### config.mk
export PLATFORM = sky130hd
export DESIGN_NAME = rtype_issue_ctrl_flat
export DESIGN_NICKNAME = d
export VERILOG_FILES = /design/src/rtl/rtype_issue_ctrl_if.sv /design/src/rtl/rtype_issue_ctrl.sv /design/src/flat_wrapper.sv
export SDC_FILE = /design/constraint.sdc
export NUM_CORES = 1
export LEC_CHECK = 0
export ABC_AREA = 0
export CORE_AREA = 4 4 136 138
export DETAILED_ROUTE_END_ITERATION = 6
export DIE_AREA = 0 0 140 142
export PLACE_DENSITY_LB_ADDON = 0.2
export SYNTH_ARGS = -nofsm -noshare
export SYNTH_HDL_FRONTEND = slang
export SYNTH_SLANG_ARGS = --single-unit
export TNS_END_PERCENT = 10
### constraint.sdc
create_clock -name clk -period 6.3 [get_ports clk]
set_input_delay 0.945 -clock clk [delete_from_list [all_inputs] [get_ports clk]]
set_output_delay 0.945 -clock clk [all_outputs]
set_load 0.03 [all_outputs]
### src/rtl/rtype_issue_ctrl_if.sv
`default_nettype none
// ============================================================================
// Module      : rtype_issue_ctrl_if
// Description : Bundle of the instruction handshake, register-file read/write
//               and ALU signals between rtype_issue_ctrl and its environment.
//               master : controller side (drives in_ready, addresses,
//                        operands, enables and the write-back bus)
//               slave  : environment side (fetch source, register file, ALU)
// Revision    : 1.0 - initial release
// ============================================================================
interface rtype_issue_ctrl_if #(
    parameter int XLEN = 32,
    parameter int RA_W = 5
);
    logic            in_valid;
    logic            in_ready;
    logic [XLEN-1:0] in_instr;
    logic [RA_W-1:0] rs1_addr;
    logic [RA_W-1:0] rs2_addr;
    logic [XLEN-1:0] rf_rd1;
    logic [XLEN-1:0] rf_rd2;
    logic [XLEN-1:0] alu_a;
    logic [XLEN-1:0] alu_b;
    logic [9:0]      alu_en;
    logic [XLEN-1:0] alu_result;
    logic            wr_en;
    logic [RA_W-1:0] wr_addr;
    logic [XLEN-1:0] wr_data;
    logic            done;
    logic            illegal;

    modport master (
        input  in_valid, in_instr, rf_rd1, rf_rd2, alu_result,
        output in_ready, rs1_addr, rs2_addr, alu_a, alu_b, alu_en,
               wr_en, wr_addr, wr_data, done, illegal
    );

    modport slave (
        output in_valid, in_instr, rf_rd1, rf_rd2, alu_result,
        input  in_ready, rs1_addr, rs2_addr, alu_a, alu_b, alu_en,
               wr_en, wr_addr, wr_data, done, illegal
    );
endinterface
`default_nettype wire

### src/rtl/rtype_issue_ctrl.sv
`default_nettype none
// ============================================================================
// Module      : rtype_issue_ctrl
// Description : Sequencing controller for the RV32I R-type ALU. Accepts one
//               instruction per valid/ready handshake, decodes it into a
//               one-hot ALU enable, presents register-file operands, captures
//               the ALU result and issues one register-file write.
//               Sequence: IDLE -> DECODE -> EXEC -> WB -> IDLE (4 cycles),
//               or IDLE -> DECODE -> ERR -> IDLE for rejected instructions.
// Ports       : clk, rst      - clock (rising edge), async active-high reset
//               bus (master)  - handshake, rf read/write, ALU signals
//               retire_cnt    - retired instruction count (optional)
//               illegal_cnt   - rejected instruction count (optional)
// Config      : define RTYPE_RETIRE_CNT_EN to add retire_cnt/illegal_cnt
// Revision    : 1.0 - initial release
// ============================================================================
module rtype_issue_ctrl #(
    parameter int XLEN = 32,
    parameter int RA_W = 5
) (
    input  logic                clk,
    input  logic                rst,
`ifdef RTYPE_RETIRE_CNT_EN
    output logic [31:0]         retire_cnt,
    output logic [15:0]         illegal_cnt,
`endif
    rtype_issue_ctrl_if.master  bus
);

    localparam logic [6:0] OPC_OP   = 7'b0110011;
    localparam logic [6:0] F7_BASE  = 7'b0000000;
    localparam logic [6:0] F7_ALT   = 7'b0100000;

    // One-hot enable order {add,sub,or,xor,and,slt,sltu,sll,srl,sra}, MSB = add
    localparam logic [9:0] EN_ADD   = 10'b1000000000;
    localparam logic [9:0] EN_SUB   = 10'b0100000000;
    localparam logic [9:0] EN_OR    = 10'b0010000000;
    localparam logic [9:0] EN_XOR   = 10'b0001000000;
    localparam logic [9:0] EN_AND   = 10'b0000100000;
    localparam logic [9:0] EN_SLT   = 10'b0000010000;
    localparam logic [9:0] EN_SLTU  = 10'b0000001000;
    localparam logic [9:0] EN_SLL   = 10'b0000000100;
    localparam logic [9:0] EN_SRL   = 10'b0000000010;
    localparam logic [9:0] EN_SRA   = 10'b0000000001;

    typedef enum logic [2:0] {
        ST_IDLE   = 3'd0,
        ST_DECODE = 3'd1,
        ST_EXEC   = 3'd2,
        ST_WB     = 3'd3,
        ST_ERR    = 3'd4
    } state_t;

    state_t          state_q;
    logic [XLEN-1:0] instr_q;
    logic            in_ready_q;
    logic [XLEN-1:0] alu_a_q;
    logic [XLEN-1:0] alu_b_q;
    logic [9:0]      alu_en_q;
    logic            wr_en_q;
    logic [RA_W-1:0] wr_addr_q;
    logic [XLEN-1:0] wr_data_q;
    logic            done_q;
    logic            illegal_q;

    logic [6:0]      opcode;
    logic [2:0]      funct3;
    logic [6:0]      funct7;
    logic [RA_W-1:0] rd;
    logic [9:0]      alu_en_d;
    logic            is_shift;
    logic            legal;
    logic [XLEN-1:0] alu_b_d;

    assign opcode = instr_q[6:0];
    assign funct3 = instr_q[14:12];
    assign funct7 = instr_q[31:25];
    assign rd     = instr_q[11:7];

    // Read addresses come straight from the latched instruction, so they are
    // stable from DECODE through EXEC and hold until the next accept.
    assign bus.rs1_addr = instr_q[19:15];
    assign bus.rs2_addr = instr_q[24:20];

    always_comb begin
        alu_en_d = '0;
        is_shift = 1'b0;
        if (opcode == OPC_OP) begin
            if (funct7 == F7_BASE) begin
                case (funct3)
                    3'b000: alu_en_d = EN_ADD;
                    3'b001: begin alu_en_d = EN_SLL; is_shift = 1'b1; end
                    3'b010: alu_en_d = EN_SLT;
                    3'b011: alu_en_d = EN_SLTU;
                    3'b100: alu_en_d = EN_XOR;
                    3'b101: begin alu_en_d = EN_SRL; is_shift = 1'b1; end
                    3'b110: alu_en_d = EN_OR;
                    default: alu_en_d = EN_AND;
                endcase
            end else if (funct7 == F7_ALT) begin
                case (funct3)
                    3'b000: alu_en_d = EN_SUB;
                    3'b101: begin alu_en_d = EN_SRA; is_shift = 1'b1; end
                    default: alu_en_d = '0;
                endcase
            end
        end
        // Any legal encoding maps to exactly one enable bit.
        legal = |alu_en_d;
    end

    // Shifts only ever use the low five bits of rs2 as the shift amount.
    assign alu_b_d = is_shift ? {{(XLEN-5){1'b0}}, bus.rf_rd2[4:0]} : bus.rf_rd2;

`ifdef RTYPE_RETIRE_CNT_EN
    logic [31:0] retire_cnt_q;
    logic [15:0] illegal_cnt_q;
    assign retire_cnt  = retire_cnt_q;
    assign illegal_cnt = illegal_cnt_q;
`else
    // Retire/illegal counters are not built in this configuration.
`endif

    always_ff @(posedge clk or posedge rst) begin
        if (rst) begin
            state_q    <= ST_IDLE;
            instr_q    <= '0;
            in_ready_q <= 1'b1;
            alu_a_q    <= '0;
            alu_b_q    <= '0;
            alu_en_q   <= '0;
            wr_en_q    <= 1'b0;
            wr_addr_q  <= '0;
            wr_data_q  <= '0;
            done_q     <= 1'b0;
            illegal_q  <= 1'b0;
`ifdef RTYPE_RETIRE_CNT_EN
            retire_cnt_q  <= '0;
            illegal_cnt_q <= '0;
`endif
        end else begin
            case (state_q)
                ST_IDLE: begin
                    if (bus.in_valid && in_ready_q) begin
                        instr_q    <= bus.in_instr;
                        in_ready_q <= 1'b0;
                        state_q    <= ST_DECODE;
                    end
                end
                ST_DECODE: begin
                    if (legal) begin
                        alu_a_q  <= bus.rf_rd1;
                        alu_b_q  <= alu_b_d;
                        alu_en_q <= alu_en_d;
                        state_q  <= ST_EXEC;
                    end else begin
                        illegal_q <= 1'b1;
                        state_q   <= ST_ERR;
`ifdef RTYPE_RETIRE_CNT_EN
                        illegal_cnt_q <= illegal_cnt_q + 16'd1;
`endif
                    end
                end
                ST_EXEC: begin
                    alu_en_q  <= '0;
                    wr_data_q <= bus.alu_result;
                    wr_addr_q <= rd;
                    // x0 is hard-wired: retire without writing.
                    wr_en_q   <= (rd != '0);
                    done_q    <= 1'b1;
                    state_q   <= ST_WB;
`ifdef RTYPE_RETIRE_CNT_EN
                    retire_cnt_q <= retire_cnt_q + 32'd1;
`endif
                end
                ST_WB: begin
                    wr_en_q    <= 1'b0;
                    done_q     <= 1'b0;
                    in_ready_q <= 1'b1;
                    state_q    <= ST_IDLE;
                end
                ST_ERR: begin
                    illegal_q  <= 1'b0;
                    in_ready_q <= 1'b1;
                    state_q    <= ST_IDLE;
                end
                default: begin
                    alu_en_q   <= '0;
                    wr_en_q    <= 1'b0;
                    done_q     <= 1'b0;
                    illegal_q  <= 1'b0;
                    in_ready_q <= 1'b1;
                    state_q    <= ST_IDLE;
                end
            endcase
        end
    end

    assign bus.in_ready = in_ready_q;
    assign bus.alu_a    = alu_a_q;
    assign bus.alu_b    = alu_b_q;
    assign bus.alu_en   = alu_en_q;
    assign bus.wr_en    = wr_en_q;
    assign bus.wr_addr  = wr_addr_q;
    assign bus.wr_data  = wr_data_q;
    assign bus.done     = done_q;
    assign bus.illegal  = illegal_q;

endmodule
`default_nettype wire
### src/flat_wrapper.sv
// flat-port wrapper written by rule: the top's interface ports become plain ports
module rtype_issue_ctrl_flat 
#(
    parameter int XLEN = 32,
    parameter int RA_W = 5
)
  (clk, rst, bus_in_valid, bus_in_instr, bus_rf_rd1, bus_rf_rd2, bus_alu_result, bus_in_ready, bus_rs1_addr, bus_rs2_addr, bus_alu_a, bus_alu_b, bus_alu_en, bus_wr_en, bus_wr_addr, bus_wr_data, bus_done, bus_illegal);
  rtype_issue_ctrl_if #(.XLEN(XLEN), .RA_W(RA_W)) bus_i ();
  input  logic clk;
  input  logic rst;
  input wire logic [$bits(bus_i.in_valid)-1:0] bus_in_valid;
  input wire logic [$bits(bus_i.in_instr)-1:0] bus_in_instr;
  input wire logic [$bits(bus_i.rf_rd1)-1:0] bus_rf_rd1;
  input wire logic [$bits(bus_i.rf_rd2)-1:0] bus_rf_rd2;
  input wire logic [$bits(bus_i.alu_result)-1:0] bus_alu_result;
  output wire logic [$bits(bus_i.in_ready)-1:0] bus_in_ready;
  output wire logic [$bits(bus_i.rs1_addr)-1:0] bus_rs1_addr;
  output wire logic [$bits(bus_i.rs2_addr)-1:0] bus_rs2_addr;
  output wire logic [$bits(bus_i.alu_a)-1:0] bus_alu_a;
  output wire logic [$bits(bus_i.alu_b)-1:0] bus_alu_b;
  output wire logic [$bits(bus_i.alu_en)-1:0] bus_alu_en;
  output wire logic [$bits(bus_i.wr_en)-1:0] bus_wr_en;
  output wire logic [$bits(bus_i.wr_addr)-1:0] bus_wr_addr;
  output wire logic [$bits(bus_i.wr_data)-1:0] bus_wr_data;
  output wire logic [$bits(bus_i.done)-1:0] bus_done;
  output wire logic [$bits(bus_i.illegal)-1:0] bus_illegal;
  assign bus_i.in_valid = bus_in_valid;
  assign bus_i.in_instr = bus_in_instr;
  assign bus_i.rf_rd1 = bus_rf_rd1;
  assign bus_i.rf_rd2 = bus_rf_rd2;
  assign bus_i.alu_result = bus_alu_result;
  assign bus_in_ready = bus_i.in_ready;
  assign bus_rs1_addr = bus_i.rs1_addr;
  assign bus_rs2_addr = bus_i.rs2_addr;
  assign bus_alu_a = bus_i.alu_a;
  assign bus_alu_b = bus_i.alu_b;
  assign bus_alu_en = bus_i.alu_en;
  assign bus_wr_en = bus_i.wr_en;
  assign bus_wr_addr = bus_i.wr_addr;
  assign bus_wr_data = bus_i.wr_data;
  assign bus_done = bus_i.done;
  assign bus_illegal = bus_i.illegal;
  rtype_issue_ctrl #(.XLEN(XLEN), .RA_W(RA_W)) u_core (.clk(clk), .rst(rst), .bus(bus_i));
endmodule
Word-level counts from Yosys, hierarchy flattened
Index checks and enable logic that the tools add are counted.
Storage, ports and cells
  bits in registers: 150
  input bits: 131
  output and inout port bits: 125
Cells by class
  eq/ne operators: 15
  muxes and demuxes: 22
  bitwise logic cells: 3
  reduce and logical (&&, ||, !) cells: 16
Operator list (number)
  $pmux 10 s7: 1
  $mux 10: 4
  $mux 32: 1
  $pmux 10 s2: 1
  $pmux 9 s2: 1
  $eq 7x6->1 const B: 2
  $eq 3x2->1 const B: 4
  $eq 3x3->1 const B: 4
  $reduce_and 2->1: 5
  $reduce_or 10->1: 1
  $pmux 3 s3: 1
  $reduce_or 3->1: 3
  $pmux 1 s2: 4
  $logic_not 7->1: 1
  $mux 1: 7
  $eq 3x1->1 const B: 2
  $logic_not 3->1: 2
  $mux 3: 2
  $reduce_bool 5->1: 1
  $ne 2x1->1 const B: 2
  $reduce_or 2->1: 2
  $not 1->1: 3
  $ne 2x2->1 const B: 1
  $logic_and 1x1->1: 1

Logic depth before layout (Yosys ltp)
Gate-level depths: netlist (run 1).
  word-level depth: 8
  mapped depth: 7
  depth with buffers taken out: 4

Least setup slack after synthesis (run 1)
No wires, ideal clock.
  path type: input port to flip-flop
  from: input port bus_in_valid
  to: register u_core.instr_q[0]
  library setup time: 0.125 ns
  arrival: 1.823 ns
  required time: 6.175 ns
  path slack: 4.352 ns
  stages on the path: 4
  path buffers: 1
  cell sequence: nand3_1 nor2_1 buf_2 mux2_2
Between the ends
  longest elaborated chain between the ends: 2
Ends and longest elaborated chain
  from (decl): line flat_wrapper.sv:11  | input wire logic [$bits(bus_i.in_valid)-1:0] bus_in_valid;
  $logic_and 1x1->1: line rtype_issue_ctrl.sv:144  | if (bus.in_valid && in_ready_q) begin
  $reduce_and 2->1 (no source line)
  to (signal assigned): line rtype_issue_ctrl.sv:145  | instr_q <= bus.in_instr;
  to (decl): line rtype_issue_ctrl.sv:55  | logic [XLEN-1:0] instr_q;
Every way passes these cells.
A chain may end at the register's enable or synchronous reset.

Worst setup path in the final report (run 1)
  from: register u_core.state_q[1]
  to: register u_core.alu_b_q[28] (netlist: u_core.bus.alu_b[28])
Between the ends
  longest elaborated chain between the ends: 2
Ends and longest elaborated chain
  from (decl): line rtype_issue_ctrl.sv:54  | state_t state_q;
  from (signal assigned): line rtype_issue_ctrl.sv:126  | state_q <= ST_IDLE;
  from (signal assigned): line rtype_issue_ctrl.sv:147  | state_q <= ST_DECODE;
  from (signal assigned): line rtype_issue_ctrl.sv:155  | state_q <= ST_EXEC;
  $eq 3x1->1: line rtype_issue_ctrl.sv:142  | case (state_q)
  $reduce_and 2->1 (no source line)
  to (signal assigned): line rtype_issue_ctrl.sv:153  | alu_b_q <= alu_b_d;
  to (decl): line rtype_issue_ctrl.sv:58  | logic [XLEN-1:0] alu_b_q;
Every way passes these cells.

==> impl_results.md, run 1 <==
- Flops & latches, synth: 150
- Proportion of register bits with asynchronous set or reset after synthesis: 100%
- Critical path required time: around 6.6 ns
- Period utilisation layout: 42.1%
- Proportion of power drawn by the clock network: a little over two fifths
- Initial core utilization: a little over a third
- Die Y: roughly 140 µm
- Maximum number of pins on one net before global-route repair: between 80 and 90
- Net Sw Frac: between 20% and 30%
- Die width: 140 µm
- Summed area of non-filler cells in the final layout: 9250 µm²
- Type of destination of the critical path: flip-flop
- Global-route wire length before repair: between 20000 and 25000 µm
- Area Growth Syn to Fin: 54.7%
- Total instance count after detailed placement: 850
- Capturing instance or port of the critical path: u_core.bus.alu_b[28]
- Top cell type by total area after synthesis: sky130_fd_sc_hd__dfrtp_1
- Final Skew: 0.0122 ns
- Placer Congestion: about 0.79
- Highest net fanout along the worst path: 27
- Setup violation total in the final timing report: 0
- Setup WS pre-CTS: about 3.4 ns
- R2R cell count: 4
- Number of setup buffers added after CTS: 0
- Post-CTS Hold Buffers: 0
- Share of cells above drive strength 1: between 20% and 30%
- Largest cells by area after synthesis: sky130_fd_sc_hd__dfrtp_1 62%, sky130_fd_sc_hd__mux2_2 16%, sky130_fd_sc_hd__mux2_4 5.5%
- Area share of the leading cell type in the synthesized netlist: between 60% and 70%
- Pleak: slightly above 4 nW
- Share of the core filled with cells in the final layout: 53.8%
- Post-synth EDFFs: 0
- DRC Markers: 0
- Hold Worst Slack: roughly 0.5 ns
- Number of instances resized during post-cts repair: 0
- CP Data Arrival Time: 2.99 ns
- Via-per-instance ratio: about 4.7
- Htree depth: 4
- Clock buffer depth: 2
- Commonest cells post-synth: 149 x sky130_fd_sc_hd__dfrtp_1, 84 x sky130_fd_sc_hd__mux2_2, 27 x sky130_fd_sc_hd__a22o_1, 22 x sky130_fd_sc_hd__mux2_4, 15 x sky130_fd_sc_hd__buf_2
- Synthesized cell area: 5980 µm²
- Routed wirelength normalized by instance count: about 18 µm
- Fraction of the yosys area taken by sequential cells: between 60% and 70%
- Antenna violations before repair: 0
- Worst Tran Pin Value: approximately 1.1 ns
- Worst Slack Setup Final: about 3.6 ns
- Synthesized instance count: about 400
- Maxcap violations: 0
- Minimum clock period: around 2.7 ns
- Crit path launch type: flip-flop
- Post-Synthesis Net Count: around 530
- CTS Root Buffer Type: sky130_fd_sc_hd__clkbuf_16
- Die Outline Area: just under 20000 µm²
- Class of the most critical hold timing path: reg2reg
- Most frequent cell after synthesis: sky130_fd_sc_hd__dfrtp_1
- Setup slack on the worst flop-to-flop path: around 3.6 ns
- Standard-cell rows: 48
- Sinks on the clock net: 150
- Relative slew slack: just under 30%
- CTS tree: built
- Power density normalized to cell area: between 200 and 300 nW/µm²
- Total placed instance area: roughly 8600 µm²
- Router iterations before antenna repair: 4
- Int Pwr: about 1.9 mW
- Iter 0 DRT Violations: approximately 160
- DRT Wirelength: about 15000 µm
- Layout net count: a little under 800
- Core area: around 17000 µm²
- Post-route setup TNS: 0 ns
- Via count of the first global-routing pass: between 4000 and 5000
- Peak VDD IR: 176 µV
- Pins over their slew limit: 0
- Dominant synthesized flop cell: sky130_fd_sc_hd__dfrtp_1
- Reg power frac: between 40% and 50%
- Post-route insts no fill: 882
- Global routing usage summed across all routing layers: roughly 16%
- Vias after detailed routing: 4189
- Reg2Reg Launch Point: u_core.state_q[1]
- Maximum clock frequency: ~380 MHz
- ANT nets after route: 0
- Number of filler cells placed in the layout: roughly 1500
- RSZ-0062 raised after global routing: no
- Worst Setup Path Type: reg2reg
- Count of inserted antenna diode cells: 0
- Worst setup path startpoint: u_core.state_q[1]
- Number of hold-slack violations in the final timing report: 0
- Number of synthesis warnings: 0
- Number of distinct library cells after synthesis: 33
- CTS Buf Count: 17
- Clock-pin slew on the worst setup and hold paths: ~0.060 ns
- Reported net switching power: 584 µW
- I/O pin cnt: about 260
- Post-synthesis average cell area: ~15 µm²
- Number of port buffers: ~260
- Latest clock arrival within the worst-skew pair: slightly above 0.4 ns
- Total grt overflow: 0
- Result of the run: completed
- Post-layout total power: 2.47 mW
- Power share of the combinational group: about 14%
- HPWL Detailed: 11100 µm
- Endpoint of the worst register-to-register path: u_core.bus.alu_b[28]
## state kept, by name (all words and copies together), names as in the netlist
signal	flops
u_core.bus.alu_a	32
u_core.state_q	3
u_core.bus.done	1
u_core.bus.illegal	1
u_core.bus.alu_b	32
u_core.bus.wr_en	1
u_core.bus.in_ready	1
u_core.bus.wr_addr	5
u_core.bus.wr_data	32
u_core.instr_q	32
u_core.bus.alu_en	10
## placed cells by master, fill, tap and decap left out, types with 3 or more instances in the layout
cell	n
sky130_fd_sc_hd__bufinv_16	3
sky130_fd_sc_hd__a32oi_1	10
sky130_fd_sc_hd__a21oi_1	4
sky130_fd_sc_hd__a22o_1	27
sky130_fd_sc_hd__clkbuf_16	17
sky130_fd_sc_hd__nand2b_1	6
sky130_fd_sc_hd__clkbuf_8	3
sky130_fd_sc_hd__mux2_4	22
sky130_fd_sc_hd__o21ai_0	13
sky130_fd_sc_hd__nand2_1	14
sky130_fd_sc_hd__buf_4	3
sky130_fd_sc_hd__dfrtp_1	149
sky130_fd_sc_hd__nor2_1	8
sky130_fd_sc_hd__clkdlybuf4s50_1	255
sky130_fd_sc_hd__clkinvlp_4	4
sky130_fd_sc_hd__mux2_2	84
sky130_fd_sc_hd__inv_6	3
sky130_fd_sc_hd__nor3_1	6
## cells by family (layout without fill, tap and decap cells)
logic type | after synthesis | in the layout | synth area share [%]
simple gates | 48 | 48 | 4.25
compound gates | 58 | 58 | 7.33
buf+inv | 37 | 292 | 3.77
xor+xnor | 1 | 1 | 0.147
flops | 150 | 150 | 62.8
mux | 108 | 108 | 21.7
## cell type report
| class | count | area (µm²) | share of cell area [%] |
|---|---|---|---|
| multi-input cells | 215 | 2010 | 21.7 |
| well taps | 225 | 282 | 3.04 |
| inverters | 2 | 12.5 | 0.135 |
| clock buffers | 22 | 474 | 5.13 |
| flip-flops and latches | 150 | 3750 | 40.6 |
| repair buffers | 258 | 2570 | 27.8 |
| clock inverters | 10 | 143 | 1.54 |
## critical path: stages (launching register included)
cell                      delay (ns)
sky130_fd_sc_hd__dfrtp_1        0.45
sky130_fd_sc_hd__nor2_2         0.23
sky130_fd_sc_hd__and2_1         0.61
sky130_fd_sc_hd__and4_1         1.02
sky130_fd_sc_hd__a22o_1         0.25
## layer usage
| metal | wire length, µm | global-route usage, % | vias up |
|---|---|---|---|
| li1 | - | - | 1929 |
| met1 | 6540 | 19.5 | 2079 |
| met2 | 7540 | 25.6 | 163 |
| met3 | 1090 | 5.31 | 18 |
| met4 | 271 | 4.79 | 0 |
| met5 | 0 | 0 | - |
## power groups by stage
stage	Sequential (mW)	Combinational (mW)	Clock, mW
floorplan	1.11	0.175	0
global placement	1.10	0.336	0
detailed placement	1.10	0.340	0
global route	1.09	0.360	1.12
CTS	1.08	0.342	1.08
finish	1.08	0.337	1.05
## how the worst min path moves through the flow
| stage | cells past startpoint | startpoint | end |
|---|---|---|---|
| 6_report | 1 | u_core.instr_q[2] | u_core.instr_q[2] |
| 3_3_place_gp | 1 | u_core.instr_q[4] | u_core.instr_q[4] |
| 3_5_place_dp | 1 | u_core.bus.alu_b[7] | u_core.bus.alu_b[7] |
| 2_1_floorplan | 1 | u_core.instr_q[4] | u_core.instr_q[4] |
| 5_1_grt | 1 | u_core.instr_q[2] | u_core.instr_q[2] |
| 4_1_cts | 1 | u_core.bus.alu_b[3] | u_core.bus.alu_b[3] |
(Power assumes the default switching activity.)
==> inputs of run 2 (changes only) <==
==> constraint.sdc (replaced) <==
create_clock -name clk -period 2.6 [get_ports clk]
set_input_delay 0.39 -clock clk [delete_from_list [all_inputs] [get_ports clk]]
set_output_delay 0.39 -clock clk [all_outputs]
set_load 0.03 [all_outputs]
==> impl_results.md, run 2 (synthesized netlist as in run 1, its figures left out) <==
- Clock buffer depth: 2
- Grt met2 use: approximately 26%
- CP Data Arrival Time: about 2.4 ns
- Iter 0 DRT Violations: about 110
- Die width: 140 µm
- CTS Buf Count: 17
- Router iterations before antenna repair: 4
- I/O pin cnt: 256
- Met1 Resource Use GR: about 19%
- Relative slew slack: around 45%
- DRT Wirelength: approximately 15000 µm
- Die Y: roughly 140 µm
- Number of setup buffers added after CTS: 0
- Post-layout total power: between 5 and 6 mW
- Class of the most critical hold timing path: reg2reg
- Clock-pin slew on the worst setup and hold paths: 0.06 ns
- Latest clock arrival within the worst-skew pair: around 0.41 ns
- Antenna violations before repair: 0
- Pins over their slew limit: 0
- Htree depth: 4
- Sinks on the clock net: 150
- ANT nets after route: 0
- Met3 usage in global routing: under 10%
- Most frequent cells in the layout: 255 x sky130_fd_sc_hd__clkdlybuf4s50_1, 149 x sky130_fd_sc_hd__dfrtp_1, 84 x sky130_fd_sc_hd__mux2_2, 27 x sky130_fd_sc_hd__a22o_1, 22 x sky130_fd_sc_hd__mux2_4
- Share of cells above drive strength 1: 22.7%
- Power density normalized to cell area: 642 nW/µm²
- Standard-cell rows: 48
- Global-route layer with the greatest usage: met2
- Highest net fanout along the worst path: 65
- Placer Congestion: just over 0.8
- Summed area of non-filler cells in the final layout: about 9300 µm²
- Share of the core filled with cells in the final layout: between 50% and 60%
- Global routing usage summed across all routing layers: between 15 and 20%
- Result of the run: completed
- Number of filler cells placed in the layout: between 1000 and 1500
- CTS Root Buffer Type: sky130_fd_sc_hd__clkbuf_16
- Initial core utilization: 34.8%
- Layout net count: between 700 and 800
- Minimum clock period: 2.11 ns
- Number of instances resized during post-cts repair: 0
- Setup violation total in the final timing report: 0
- Maximum clock frequency: about 470 MHz
- Post-route setup TNS: 0 ns
- Worst Tran Pin Value: approximately 0.82 ns
- Maxcap violations: 0
- Vias after detailed routing: approximately 4200
- RSZ-0062 raised after global routing: no
- Die Outline Area: just under 20000 µm²
- FF+latch area: about 3800 µm²
- Number of port buffers: around 260
- Area Growth Syn to Fin: 55.3%
- Post-CTS Hold Buffers: 0
- Critical path required time: slightly below 3 ns
- Routed wirelength normalized by instance count: 17.5 µm
- Area taken by multi-input logic gates: ~2000 µm²
- Via count of the first global-routing pass: around 4500
- Total placed instance area: about 8700 µm²
- Period utilisation layout: roughly 81%
- Worst Setup Path Type: reg2reg
- Count of inserted antenna diode cells: 0
- Via-per-instance ratio: approximately 4.7
- Commonest non-fill, non-tap cell in the layout: sky130_fd_sc_hd__clkdlybuf4s50_1
- Total grt overflow: 0
- CTS tree: built
- Pleak: 4.05 nW
- Global-route wire length before repair: 24700 µm
- Number of hold-slack violations in the final timing report: 0
- Core area: 17200 µm²
- Maximum number of pins on one net before global-route repair: 151
- Type of destination of the critical path: flip-flop
- DRC Markers: 0
- Peak VDD IR: between 400 and 500 µV
- Crit path launch type: flip-flop
- Final Skew: between 0.006 and 0.007 ns
- HPWL Detailed: ~11000 µm
-- run 2: routing by layer --
| layer | part of all wire [%] | up-vias |
|---|---|---|
| li1 | - | 1933 |
| met1 | 42 | 2036 |
| met2 | 49 | 158 |
| met3 | 7.0 | 25 |
| met4 | 2.4 | 0 |
| met5 | 0 | - |
-- run 2: worst paths after layout --
| check | depth (start not counted) | from | slack, ns | to |
|---|---|---|---|---|
| max | 5 | u_core.state_q[1] | 0.49 | u_core.bus.alu_a[19] |
| min | 1 | u_core.instr_q[5] | 0.50 | u_core.instr_q[5] |
| max reg2reg | 5 | u_core.state_q[1] | 0.49 | u_core.bus.alu_a[19] |
| min reg2reg | 1 | u_core.instr_q[5] | 0.50 | u_core.instr_q[5] |
| max in group asynchronous | 3 | rst | 1.41 | u_core.instr_q[8] |
| min in group asynchronous | 3 | rst | 0.54 | u_core.bus.wr_data[15] |
-- run 2: metrics by stage --
step | cells | setup slack, ns | hold slack, ns
finish | 885 | 0.494 | 0.498
global route | 885 | 0.421 | 0.514
floorplan | 402 | 0.322 | 0.472
CTS | 885 | 0.503 | 0.503
detailed placement | 853 | 0.528 | 0.489
global placement | 853 | 0.550 | 0.483
-- run 2: worst max-delay path, cell delays in order (launching register included) --
cell and delay [ns]:
sky130_fd_sc_hd__dfrtp_1 0.46, sky130_fd_sc_hd__nor2_2 0.23, sky130_fd_sc_hd__nand2_1 0.13, sky130_fd_sc_hd__or3_2 0.53
sky130_fd_sc_hd__buf_12 0.22, sky130_fd_sc_hd__mux2_4 0.35
-- run 2: report_power, final --
| group | switching, mW | total (mW) | internal [mW] |
|---|---|---|---|
| registers | 0.125 | 2.63 | 2.50 |
| clock network | 0.959 | 2.52 | 1.56 |
| logic | 0.348 | 0.814 | 0.466 |
| total | 1.43 | 5.96 | 4.53 |
-- run 2: layout make-up --
| cell class | count | share of cell area [%] |
|---|---|---|
| sequential | 150 | 40.4 |
| inverter | 2 | 0.121 |
| multi-input combinational | 215 | 21.6 |
| tap | 225 | 3.03 |
| clock inverter | 11 | 1.60 |
| clock buffer | 21 | 4.96 |
| timing repair buffer | 261 | 28.2 |
